<file path="src/rtl/ram_port_ctrl_pkg.sv">
// ram_port_ctrl_pkg: shared types and constants for the RAM port-A front-end.
//   t_rpc_state : FSM state encoding used by ram_port_ctrl
//   BE_ALL_ONES : all-ones byte-enable pattern. It is wide enough for data
//                 words up to 512 bits; users slice it down to their BE width.
package ram_port_ctrl_pkg;

  typedef enum logic [1:0] {
    IDLE     = 2'd0,
    RD_DATA  = 2'd1,
    RMW      = 2'd2,
    RSP_HOLD = 2'd3
  } t_rpc_state;

  localparam int                 BE_ALL_ONES_W = 64;
  localparam logic [BE_ALL_ONES_W-1:0] BE_ALL_ONES = {BE_ALL_ONES_W{1'b1}};

endpackage

</file>
<file path="src/rtl/ram_byte_merge.sv">
// ram_byte_merge: combinational byte-lane merge.
//   old_data : word currently held in memory
//   new_data : word carrying the bytes to be written
//   be       : byte enables, one per byte lane of the word
//   merged   : each byte i comes from new_data when be[i] is set, else from old_data
module ram_byte_merge #(
  parameter int DATA_WIDTH = 32
) (
  input  logic [DATA_WIDTH-1:0]   old_data,
  input  logic [DATA_WIDTH-1:0]   new_data,
  input  logic [DATA_WIDTH/8-1:0] be,
  output logic [DATA_WIDTH-1:0]   merged
);

  // Select each byte lane independently from the old or the new word.
  always_comb begin
    merged = old_data;
    for (int i = 0; i < DATA_WIDTH / 8; i++) begin
      if (be[i]) begin
        merged[8*i +: 8] = new_data[8*i +: 8];
      end else begin
        merged[8*i +: 8] = old_data[8*i +: 8];
      end
    end
  end

endmodule

</file>
<file path="src/rtl/ram_port_ctrl.sv">
// ram_port_ctrl: valid/ready load/store front-end for port A of a
// synchronous-read RAM (one-cycle registered read, no byte enables).
//   clock, rstn             : clock shared with the RAM, async active-low reset
//   req_valid/req_ready     : request handshake; one operation in flight at a time
//   req_wr/addr/wdata/be    : store flag, word address, store data, byte enables
//   rsp_valid/rsp_ready     : response handshake; fields held stable until consumed
//   rsp_wr/rsp_rdata        : echo of the store flag, load data (0 for stores)
//   ram_address/data/wren   : RAM port-A address, write data and write enable
//   ram_q                   : RAM port-A read data, valid one cycle after the address
// Partial stores are done as read-modify-write: read in the accept cycle and
// write the merged word in the following cycle. A port-B write to the same word
// between those two cycles is overwritten; software has to avoid that case.
module ram_port_ctrl
  import ram_port_ctrl_pkg::*;
#(
  parameter int DATA_WIDTH = 32,
  parameter int ADDR_WIDTH = 10
) (
  input  logic                    clock,
  input  logic                    rstn,
  input  logic                    req_valid,
  output logic                    req_ready,
  input  logic                    req_wr,
  input  logic [ADDR_WIDTH-1:0]   req_addr,
  input  logic [DATA_WIDTH-1:0]   req_wdata,
  input  logic [DATA_WIDTH/8-1:0] req_be,
  output logic                    rsp_valid,
  input  logic                    rsp_ready,
  output logic                    rsp_wr,
  output logic [DATA_WIDTH-1:0]   rsp_rdata,
  output logic [ADDR_WIDTH-1:0]   ram_address,
  output logic [DATA_WIDTH-1:0]   ram_data,
  output logic                    ram_wren,
  input  logic [DATA_WIDTH-1:0]   ram_q
);

  localparam int BE_WIDTH = DATA_WIDTH / 8;
  localparam logic [BE_WIDTH-1:0] BE_FULL = BE_ALL_ONES[BE_WIDTH-1:0];
  localparam logic [BE_WIDTH-1:0] BE_NONE = {BE_WIDTH{1'b0}};

  t_rpc_state            state_r;
  t_rpc_state            state_s;
  logic                  run_r;      // low while in reset and for the first edge after it
  logic [ADDR_WIDTH-1:0] addr_q;
  logic [DATA_WIDTH-1:0] wdata_q;
  logic [BE_WIDTH-1:0]   be_q;
  logic                  wr_q;
  logic [DATA_WIDTH-1:0] rdata_q;
  logic                  accept_s;
  logic                  hold_rd_s;
  logic [DATA_WIDTH-1:0] merged_s;

  ram_byte_merge #(
    .DATA_WIDTH (DATA_WIDTH)
  ) u_merge (
    .old_data (ram_q),
    .new_data (wdata_q),
    .be       (be_q),
    .merged   (merged_s)
  );

  // FSM state register plus the out-of-reset flag that keeps the port closed during reset.
  always_ff @(posedge clock or negedge rstn) begin
    if (!rstn) begin
      state_r <= IDLE;
      run_r   <= 1'b0;
    end else begin
      state_r <= state_s;
      run_r   <= 1'b1;
    end
  end

  // Request capture on accept; load data is parked in rdata_q when the response stalls.
  always_ff @(posedge clock or negedge rstn) begin
    if (!rstn) begin
      addr_q  <= {ADDR_WIDTH{1'b0}};
      wdata_q <= {DATA_WIDTH{1'b0}};
      be_q    <= {BE_WIDTH{1'b0}};
      wr_q    <= 1'b0;
      rdata_q <= {DATA_WIDTH{1'b0}};
    end else if (accept_s) begin
      addr_q  <= req_addr;
      wdata_q <= req_wdata;
      be_q    <= req_be;
      wr_q    <= req_wr;
      rdata_q <= {DATA_WIDTH{1'b0}};
    end else if (hold_rd_s) begin
      rdata_q <= ram_q;
    end
  end

  // Next-state and output decode; port A follows req_addr only while idle.
  always_comb begin
    state_s     = state_r;
    req_ready   = 1'b0;
    rsp_valid   = 1'b0;
    rsp_wr      = 1'b0;
    rsp_rdata   = {DATA_WIDTH{1'b0}};
    ram_address = addr_q;
    ram_data    = {DATA_WIDTH{1'b0}};
    ram_wren    = 1'b0;
    accept_s    = 1'b0;
    hold_rd_s   = 1'b0;
    case (state_r)
      IDLE: begin
        if (run_r) begin
          req_ready   = 1'b1;
          ram_address = req_addr;
          if (req_valid) begin
            accept_s = 1'b1;
            if (!req_wr) begin
              state_s = RD_DATA;
            end else if (req_be == BE_FULL) begin
              // Full-word store goes straight to the RAM in the accept cycle.
              ram_wren = 1'b1;
              ram_data = req_wdata;
              state_s  = RSP_HOLD;
            end else if (req_be == BE_NONE) begin
              state_s = RSP_HOLD;
            end else begin
              // Partial store: this cycle is the read half of the RMW.
              state_s = RMW;
            end
          end else begin
            state_s = IDLE;
          end
        end else begin
          state_s = IDLE;
        end
      end
      RD_DATA: begin
        rsp_valid = 1'b1;
        rsp_wr    = wr_q;
        rsp_rdata = ram_q;
        if (rsp_ready) begin
          state_s = IDLE;
        end else begin
          // ram_q may change under a port-B write, so freeze the response here.
          hold_rd_s = 1'b1;
          state_s   = RSP_HOLD;
        end
      end
      RMW: begin
        ram_wren = 1'b1;
        ram_data = merged_s;
        state_s  = RSP_HOLD;
      end
      RSP_HOLD: begin
        rsp_valid = 1'b1;
        rsp_wr    = wr_q;
        rsp_rdata = rdata_q;
        if (rsp_ready) begin
          state_s = IDLE;
        end else begin
          state_s = RSP_HOLD;
        end
      end
      default: begin
        state_s = IDLE;
      end
    endcase
  end

endmodule

</file>
<file path="config.mk">
export PLATFORM = sky130hd
export DESIGN_NAME = ram_port_ctrl
export DESIGN_NICKNAME = d
export VERILOG_FILES = /design/src/rtl/ram_port_ctrl_pkg.sv /design/src/rtl/ram_byte_merge.sv /design/src/rtl/ram_port_ctrl.sv
export SDC_FILE = /design/constraint.sdc
export NUM_CORES = 1
export LEC_CHECK = 0
export BUFFER_PORTS_ARGS = -buffer_cell sky130_fd_sc_hd__buf_2
export CORE_ASPECT_RATIO = 0.6
export CORE_MARGIN = 5
export CORE_UTILIZATION = 35
export DETAILED_ROUTE_END_ITERATION = 12
export GPL_ROUTABILITY_DRIVEN = 0
export SLEW_MARGIN = 25
export SYNTH_ARGS = -nofsm -noshare
export SYNTH_HDL_FRONTEND = slang
export SYNTH_HIERARCHICAL = 1
export SYNTH_SLANG_ARGS = --single-unit
</file>
<file path="constraint.sdc">
create_clock -name clock -period 1.7 [get_ports clock]
set_input_delay 0.17 -clock clock [delete_from_list [all_inputs] [get_ports clock]]
set_output_delay 0.17 -clock clock [all_outputs]
set_load 0.01 [all_outputs]
</file>
Yosys cells after proc, flatten, opt, wreduce, memory -nomap -nowiden:

Cells that the tools add are included.
W data, S select, Z words.

* eq/ne operators: 4
* muxes and demuxes: 35
* reduce and logical (&&, ||, !) cells: 4

Operators by type and width (number)
* $mux W32: 6
* $pmux W32 S2: 2
* $mux W8: 4
* $mux W10: 2
* $mux W1: 15
* $mux W2: 4
* $pmux W2 S3: 1
* $eq A2 B2 Y1 const B: 2
* $eq A4 B4 Y1 const B: 1
* $logic_not A4 Y1: 1
* $eq A2 B1 Y1 const B: 1
* $logic_not A2 Y1: 1
* $pmux W1 S2: 1
* $reduce_bool A2 Y1: 1
* $reduce_or A2 Y1: 1

* register bits after elaboration: 82
* input bits: 83
* output and inout bits: 78
* logic and storage cells: 50

Longest topological paths before layout:

Gate-level depths: netlist of the first run.

* word-level depth: 7
* depth in mapped cells: 6
* gate-level depth less buffers: 3

Modules after synthesis:

The synthesis of the first run kept the hierarchy.

Modules (own cells, without submodules)
* ram_port_ctrl: instances 1, cells an instance 383, area an instance 4197.8 um^2, sequential area each 2052.0 um^2
* ram_byte_merge: instances 1, cells an instance 36, area an instance 525.5 um^2, sequential area each 0.0 um^2

Worst setup path before layout of the first run:

No wires, ideal clock.

* path kind: reg2out
* start point: reg state_r[0]
* end point: out ram_address[0]
* data arrival time: 1.440 ns
* data required time: 1.530 ns
* setup slack: 0.090 ns
* cell stages (with the launch flop): 5
* buffers on the path: 2
* cells stage by stage: dfrtp_1 buf_2 nor3b_1 buf_2 mux2_2

* word-level cells in the longest chain between the ends: 2

RTL lines
* start, declared: RTL line ram_port_ctrl.sv:41 `t_rpc_state state_r;`
* start signal, assigned: RTL line ram_port_ctrl.sv:68 `state_r <= state_s;`
* $logic_not A2 Y1: RTL line ram_port_ctrl.sv:104 `case (state_r)`
* $mux W10: RTL line ram_port_ctrl.sv:104
* end, declared: RTL line ram_port_ctrl.sv:31 `output logic [ADDR_WIDTH-1:0] ram_address,`

No other way between the ends.

Final worst setup path of the first run:

* start point: reg state_r[0]
* end point: out ram_data[20]

* word-level cells in the longest chain between the ends: 2

RTL lines
* $eq A2 B2 Y1 / $logic_not A2 Y1 (equally long branches): RTL line ram_port_ctrl.sv:104
* $pmux W32 S2 *: RTL line ram_port_ctrl.sv:104
* end, declared: RTL line ram_port_ctrl.sv:32 `output logic [DATA_WIDTH-1:0] ram_data,`

Mark *: on every way between the ends. The rest lies on a longest branch, timed or not.

==> reports/summary.txt, run 1 <==
SETUP PATH
------------------------------------------------------------------------------------------------------
Depth of the worst register-to-register path ............................................            8
Max stage delay on crit path ............................................................       440 ps
CP max stage cell .......................................................................      dfrtp_2
Beginning of the worst register-to-register path ........................................   state_r[1]
Critical path peak fanout ...............................................................            8
Source of the critical timing path ......................................................   state_r[0]
Register-to-register path setup slack ...................................................      -100 ps
Worst setup EP type .....................................................................   output pin
Arrival time worst endpoint .............................................................      1860 ps
Crit path cell chain .................................................................... and4bb_4, and4b_2, buf_6, a22o_1, buf_2
Buffers & Inverters on Critical Path ....................................................            2
Crit Path Category ...................................................................... flip-flop to output pin
Worst setup SP type .....................................................................    flip-flop
Data required, critical path ............................................................      1530 ps
Number of logic stages on the critical path including buffering .........................            5
Critical path endpoint .................................................................. ram_data[20]
End of the worst register-to-register path ..............................................  rdata_q[12]
Critical path's top delay family ........................................................ simple AND/OR/NAND/NOR gates

FLOORPLANNING
------------------------------------------------------------------------------------------------------
Die ar. .................................................................................  16000 sq um
Count of pins on the block boundary .....................................................          161
Die boundary height .....................................................................       100 um
Number of cell rows .....................................................................           32
X dimension of the die ..................................................................       160 um
Effective utilization at floorplan ......................................................        36.3%
Core area ...............................................................................  13000 sq um

ROUTE
------------------------------------------------------------------------------------------------------
Initial DRC Count .......................................................................          174
Met2 WL post-DR .........................................................................      6.60 mm
First drt pass iteration count ..........................................................            4
Detail-routed via count per cell ........................................................         5.08
Uppermost layer routed ..................................................................         met5
Average detailed-routed wire length per instance ........................................      19.6 um
Antenna Violating Nets Remaining ........................................................            0
Sum of routed wire segments on met1 .....................................................      7.08 mm
Final routed DRC violation total ........................................................            0
Routed wire length ......................................................................      15.2 mm
Via Count ...............................................................................         3930
Detailed route wirelength on metal3 .....................................................      1.39 mm

TIMING
------------------------------------------------------------------------------------------------------
Actual slew at the worst max-slew pin ...................................................       561 ps
Clock Skews .............................................................................      9.80 ps
Worst slew slack as a fraction of its limit .............................................        62.6%
Min cycle time layout ...................................................................      2030 ps
Count of endpoints failing hold in the final timing report ..............................            0
Setup repair after global routing missed its margin .....................................         true
Final hold slack ........................................................................      78.8 ps
Setup TNS ...............................................................................    -18100 ps
Final worst slack .......................................................................      -329 ps
Final count of pins violating max slew ..................................................            0
Tcrit/Tclk final ........................................................................         119%
Fmax ....................................................................................      493 MHz
Setup violators final ...................................................................          107

CLOCK NETWORK
------------------------------------------------------------------------------------------------------
Clock tree from TritonCTS ...............................................................         done
Clock transition at the register clock pins on the worst setup and hold paths after CTS .        60 ps
Clock insertion delay at the later pin of the skew report ...............................       340 ps
CTS max path bufs .......................................................................            2
Clock buffers created by TritonCTS ......................................................            9
Number of levels in the clock H-tree ....................................................            3
CTS Root Buffer Type ....................................................................    clkbuf_16
Num Clock Sinks .........................................................................           82

CELLS AND AREA
------------------------------------------------------------------------------------------------------
Count of placed standard cells in the final layout, fillers left out ....................          774
Flip-flop and latch area ................................................................   2050 sq um
Fraction of layout instances using a drive strength above 1 .............................        63.8%
Final Net Count .........................................................................          681
Fill cell total of the finished layout ..................................................         1115
Area growth syn-to-layout ...............................................................        48.8%
Multi-input logic area ..................................................................   2860 sq um

WORST HOLD PATH
------------------------------------------------------------------------------------------------------
Startpoint of the worst hold path ....................................................... req_wdata[10]
Type of the tightest min-delay check .................................................... input port to flip-flop

PLACED DESIGN
------------------------------------------------------------------------------------------------------
Number of port buffers ..................................................................          160
Instance count after placement with tap cells included ..................................          736
Post-placement worst setup slack ........................................................     -1.95 ps
HPWL Detailed ...........................................................................      10.1 mm

SYNTHESIS
------------------------------------------------------------------------------------------------------
Number of nets in the synthesized netlist ...............................................          502
Yosys warnings ..........................................................................            6
Mapped Area .............................................................................   4720 sq um
Post-synthesis area per instance ........................................................   11.3 sq um
Post-synthesis sequential element count .................................................           82
Post-synthesis sequential area ratio ....................................................        43.4%
Dominant cell type by area after synthesis ..............................................      dfrtp_1
Post-synth cell types ...................................................................           24
Gate count after technology mapping .....................................................          419
Ranking of synthesized cells by area .................................................... dfrtp_1, mux2_2, mux2_4
Share of the synthesized area in the top cell type ......................................        43.4%

GRT
------------------------------------------------------------------------------------------------------
Maximum number of pins on one net before global-route repair ............................           38
Total global routing track utilization ..................................................        17.3%
Global-route wire length before repair ..................................................      22.1 mm
Via count of the first global-routing pass ..............................................         3956
GR Overflow Total .......................................................................            0
Number of antenna violations at the first check in global routing .......................            4

FLOW RUN
------------------------------------------------------------------------------------------------------
Max-cap viol count ......................................................................            0

OUTCOME
------------------------------------------------------------------------------------------------------
Result of the run ....................................................................... complete, but fails checks
Failing checks .......................................................................... negative setup slack

PWR
------------------------------------------------------------------------------------------------------
Total power consumption of the routed design ............................................      12.8 mW
Power density over the cells ............................................................ 1820 nW/um^2
Peak ir drop on the vdd network .........................................................     0.766 mV
Leak Pwr ................................................................................      3.42 nW

## timing repair
| item | in CTS | in global routing |
|---|---|---|
| buffers inserted | 3 | 8 |
| gates resized for setup | 47 | 122 |
| pin swaps | 1 | 72 |
| hold buffers | 1 | 0 |
| endpoints found under the setup margin | 76 | 153 |
| endpoints found under the hold margin | 27 | 0 |
| cloned | 4 | 8 |
## report_power, final
group	total [mW]	internal (mW)	switching [mW]	leakage, nW
sequential	3.66	2.85	0.804	1.01
clock	1.96	1.16	0.794	0.140
combinational	7.15	4.19	2.95	2.27
total	12.8	8.21	4.55	3.42
## area by class of cell
class / instances / area share [%]
well taps: 170 / 3.03
inverters: 1 / 0.0534
multi-input cells: 298 / 40.6
diodes: 2 / 0.0712
flip-flops and latches: 82 / 29.2
repair buffers: 206 / 22.8
clock inverters: 5 / 0.783
clock buffers: 10 / 3.40
## cell usage in the layout (no fill, tap or decap), types with 3 or more instances in the layout
cell type and instances:
a21oi_2 32, a22o_1 32, buf_12 7, buf_16 4
buf_2 146, buf_4 11, buf_6 25, buf_8 5
clkbuf_16 16, dfrtp_1 80, mux2_2 46, mux2_4 42
mux2i_1 29, mux2i_2 3, nand2_1 36, nand2_2 3
nand2_4 29, nor2b_1 32, o21ai_0 3
## stage by stage
stage	util (%)	cell area, sq um
floorplan	-	4720
global placement	44.2	5760
detailed placement	44.2	5760
CTS	49.0	6380
global route	54.0	7030
finish	54.0	7030
## worst reg2reg max path: cells and delay by family (launching register included)
family	cells	cell delay [ps]
compound gates	1	50
simple gates	2	530
buf+inv	5	710
flops	1	410
## sequential cells by signal, indices dropped and copies added (netlist names)
signal,count
wr_q,1
addr_q,10
be_q,4
rdata_q,32
wdata_q,32
state_r,2
run_r,1
## synth_stat cells
cell,number
nor3b_2,1
and4bb_1,1
mux2_2,56
buf_6,9
a21oi_1,32
nand2_1,68
buf_2,19
a22o_1,32
clkbuf_1,8
inv_1,1
nor2b_1,33
or3b_1,1
mux2i_1,32
o41ai_1,1
or2_2,1
and2_1,1
nor3b_1,1
and4_1,1
dfrtp_1,82
mux2_4,32
conb_1,1
buf_1,2
and4b_1,1
o21ai_0,3
## worst min path at each step
stage                        to  cells after the start
finish              wdata_q[10]                      2
global route         wdata_q[2]                      2
CTS                 wdata_q[10]                      2
detailed placement    addr_q[2]                      1
global placement      addr_q[2]                      1
floorplan             addr_q[0]                      0
## routing by layer
metal	GRT usage [%]	vias to the layer above
met2	25.9	143
met5	0	-
li1	-	1836
met4	2.78	4
met1	24.3	1932
met3	6.73	15
## cells by family after synthesis
| logic type | Yosys count | synth area share, % |
|---|---|---|
| muxes | 120 | 30.3 |
| and+or+nand+nor | 109 | 11.3 |
| buffers and inverters | 39 | 5.03 |
| DFF | 82 | 43.4 |
| other | 1 | 0.0794 |
| AOI/OAI and AO/OA | 68 | 9.83 |
No activity file was read; power rests on OpenSTA's default activity.
==> inputs of run 2 (changes only) <==
Settings changed: RECOVER_POWER from default to 100.
==> run 2 against run 1 <==
The flow still finishes with violations (negative setup slack). Non-clock buffer count is the same. Sequential power is essentially flat. Clock power is essentially flat. Die area unchanged. Combinational power hardly changed. Global-route usage stayed put. Sequential share of layout area up 0.063 points. Wire length increased by 0.33%. Critical path depth unchanged. Via count up 0.15%. Worst setup slack worse by 3.7 ps. Total power about the same.
==> reports/summary.txt, run 2 (synthesis gave the netlist of run 1 again) <==
PWR
------------------------------------------------------------------------------------------------------
Total power consumption of the routed design ............................................      12.8 mW   about the same
Cell Int Power ..........................................................................      8.21 mW   about the same
NetSw ...................................................................................      4.56 mW   +0.21%
Power density over the cells ............................................................ 1820 nW/um^2   +0.26%
Leak Pwr ................................................................................      3.41 nW   -0.17%
Sequential cell fraction of total power .................................................        28.6%   about the same
Switching Share .........................................................................        35.7%   +0.060 points
Peak ir drop on the vdd network .........................................................     0.766 mV   about the same
Combinational cell fraction of total power ..............................................        56.0%   about the same
Clock network power share ...............................................................        15.4%   about the same

GRT
------------------------------------------------------------------------------------------------------
Maximum number of pins on one net before global-route repair ............................           38   unchanged
Global-route wire length before repair ..................................................      22.1 mm   unchanged
GR Overflow Total .......................................................................            0   unchanged
Via count of the first global-routing pass ..............................................         3956   unchanged
Number of antenna violations at the first check in global routing .......................            4   unchanged
Total global routing track utilization ..................................................        17.3%   unchanged

SETUP PATH
------------------------------------------------------------------------------------------------------
Data required, critical path ............................................................      1530 ps   about the same
Worst setup EP type .....................................................................   output pin
Max stage delay on crit path ............................................................       440 ps   about the same
Crit path cell chain .................................................................... and4bb_4, and4b_2, buf_6, a22o_1, buf_2
CP max stage cell .......................................................................      dfrtp_2
Critical path peak fanout ...............................................................            8   unchanged
Worst setup SP type .....................................................................    flip-flop
Arrival time worst endpoint .............................................................      1860 ps   about the same
Crit Path Category ...................................................................... flip-flop to output pin

CLOCK NETWORK
------------------------------------------------------------------------------------------------------
Clock insertion delay at the later pin of the skew report ...............................       340 ps   about the same
Clock buffers created by TritonCTS ......................................................            9   unchanged
Num Clock Sinks .........................................................................           82   unchanged
CTS Root Buffer Type ....................................................................    clkbuf_16
Clock tree from TritonCTS ...............................................................         done
Number of levels in the clock H-tree ....................................................            3   unchanged
CTS max path bufs .......................................................................            2   unchanged
Clock transition at the register clock pins on the worst setup and hold paths after CTS .        60 ps   about the same

PLACED DESIGN
------------------------------------------------------------------------------------------------------
Number of port buffers ..................................................................          160   unchanged
Post-placement worst setup slack ........................................................     -1.95 ps   unchanged
HPWL Detailed ...........................................................................      10.1 mm   unchanged

WORST HOLD PATH
------------------------------------------------------------------------------------------------------
Type of the tightest min-delay check .................................................... input port to flip-flop

TIMING
------------------------------------------------------------------------------------------------------
Worst slew slack as a fraction of its limit .............................................        49.7%   -13 points
Min cycle time layout ...................................................................      2030 ps   +3.70 ps
Actual slew at the worst max-slew pin ...................................................       755 ps   +194 ps
Final worst slack .......................................................................      -333 ps   -3.70 ps
Final count of pins violating max slew ..................................................            0   unchanged
Setup repair after global routing missed its margin .....................................         true
Setup violators final ...................................................................          107   unchanged
Clock Skews .............................................................................      9.82 ps   +0.0174 ps
Count of endpoints failing hold in the final timing report ..............................            0   unchanged
Fmax ....................................................................................      492 MHz   -0.18%
Tcrit/Tclk final ........................................................................         120%   +0.22 points

ROUTE
------------------------------------------------------------------------------------------------------
Final routed DRC violation total ........................................................            0   unchanged
First drt pass iteration count ..........................................................            4   unchanged
Routed wire length ......................................................................      15.2 mm   +0.33%
Via Count ...............................................................................         3936   +0.15%
Initial DRC Count .......................................................................          174   unchanged
Antenna Violating Nets Remaining ........................................................            0   unchanged
Average detailed-routed wire length per instance ........................................      19.7 um   +0.33%
Detail-routed via count per cell ........................................................         5.09   +0.15%

CELLS AND AREA
------------------------------------------------------------------------------------------------------
Area growth syn-to-layout ...............................................................        48.5%
Multi-input logic area ..................................................................   2860 sq um   unchanged
Flip-flop and latch area ................................................................   2050 sq um   unchanged
Fraction of layout instances using a drive strength above 1 .............................        63.8%   unchanged
Leading cell types in the layout, fill and taps excluded ................................ buf_2, dfrtp_1, mux2_2
Utilization after layout ................................................................        53.9%   -0.12 points
Fill cell total of the finished layout ..................................................         1118   +0.27%
Registers with the highest flip-flop counts ............................................. rdata_q x32, wdata_q x32, addr_q x10
Most common cell after layout, fill and taps aside ......................................        buf_2
Final Net Count .........................................................................          681   unchanged

FLOORPLANNING
------------------------------------------------------------------------------------------------------
Count of pins on the block boundary .....................................................          161   unchanged
Die boundary height .....................................................................       100 um   unchanged
Die ar. .................................................................................  16000 sq um   unchanged
X dimension of the die ..................................................................       160 um   unchanged
Number of cell rows .....................................................................           32   unchanged
Effective utilization at floorplan ......................................................        36.3%   unchanged
Core area ...............................................................................  13000 sq um   unchanged

FLOW RUN
------------------------------------------------------------------------------------------------------
Max-cap viol count ......................................................................            0   unchanged

OUTCOME
------------------------------------------------------------------------------------------------------
Failing checks .......................................................................... negative setup slack
Result of the run ....................................................................... complete, but fails checks

[run 2: cell count changes in the layout (fill, tap and decap cells not counted), sizes merged]
cell	previous run	this run
buf	198	195
clkbuf	17	20
[run 2: cell type report]
cell class / count / share of cell area, %
repair buffers: 206 / 22.7
flip-flops and latches: 82 / 29.3
well taps: 170 / 3.03
clock inverters: 5 / 0.785
inverters: 1 / 0.0535
multi-input cells: 298 / 40.7
diodes: 2 / 0.0713
clock buffers: 10 / 3.41
[run 2: routing by layer]
layer	vias up	global-route usage (%)	share of wire, %
met5	-	0	0.14
met4	4	2.78	0.76
met3	15	6.73	9.0
met2	142	25.9	43
met1	1937	24.3	47
li1	1838	-	-
[run 2: worst max-delay path, delay by kind of cell (launching register included)]
family / cells / cell delay [ps]
compound gates: 1 / 180
simple gates: 2 / 610
flops: 1 / 440
buf+inv: 2 / 300
[run 2: final timing paths]
check | from | to | slack, ps | cells after the start
hold reg to reg | wdata_q[28] | wdata_q[28] | 510 | 1
max in group asynchronous | rstn | wdata_q[13] | 230 | 3
hold / removal | req_wdata[10] | wdata_q[10] | 80 | 2
setup reg to reg | state_r[1] | rdata_q[24] | -100 | 8
min in group asynchronous | rstn | addr_q[7] | 430 | 2
setup / recovery | state_r[0] | ram_data[20] | -330 | 5
[run 2: timing repair]
| item | 4_1_cts | 5_1_grt |
|---|---|---|
| hold buffers | 1 | 0 |
| gates cloned | 4 | 8 |
| pin swaps | 1 | 72 |
| hold endpoints to repair | 27 | 0 |
| gates resized for setup | 47 | 122 |
| setup endpoints to repair | 76 | 153 |
| buffers inserted | 3 | 8 |
[run 2: through the flow]
stage,hold WS [ps],cell area (sq um),TNS (ps),cells
after floorplan,-126,4720,0,419
after global placement,125,5760,-513,736
after detailed placement,128,5760,-1.95,736
after CTS,65.9,6380,-16060,759
after global routing,73.1,7020,-26370,774
final,78.5,7020,-18000,774
[run 2: power by group through the flow]
stage / clock network (mW) / registers (mW) / logic, mW
detailed placement: 0 / 3.50 / 5.40
floorplan: 0 / 3.21 / 3.92
CTS: 2.00 / 3.49 / 6.20
finish: 1.96 / 3.66 / 7.15
global route: 2.08 / 3.78 / 7.66
global placement: 0 / 3.43 / 5.32
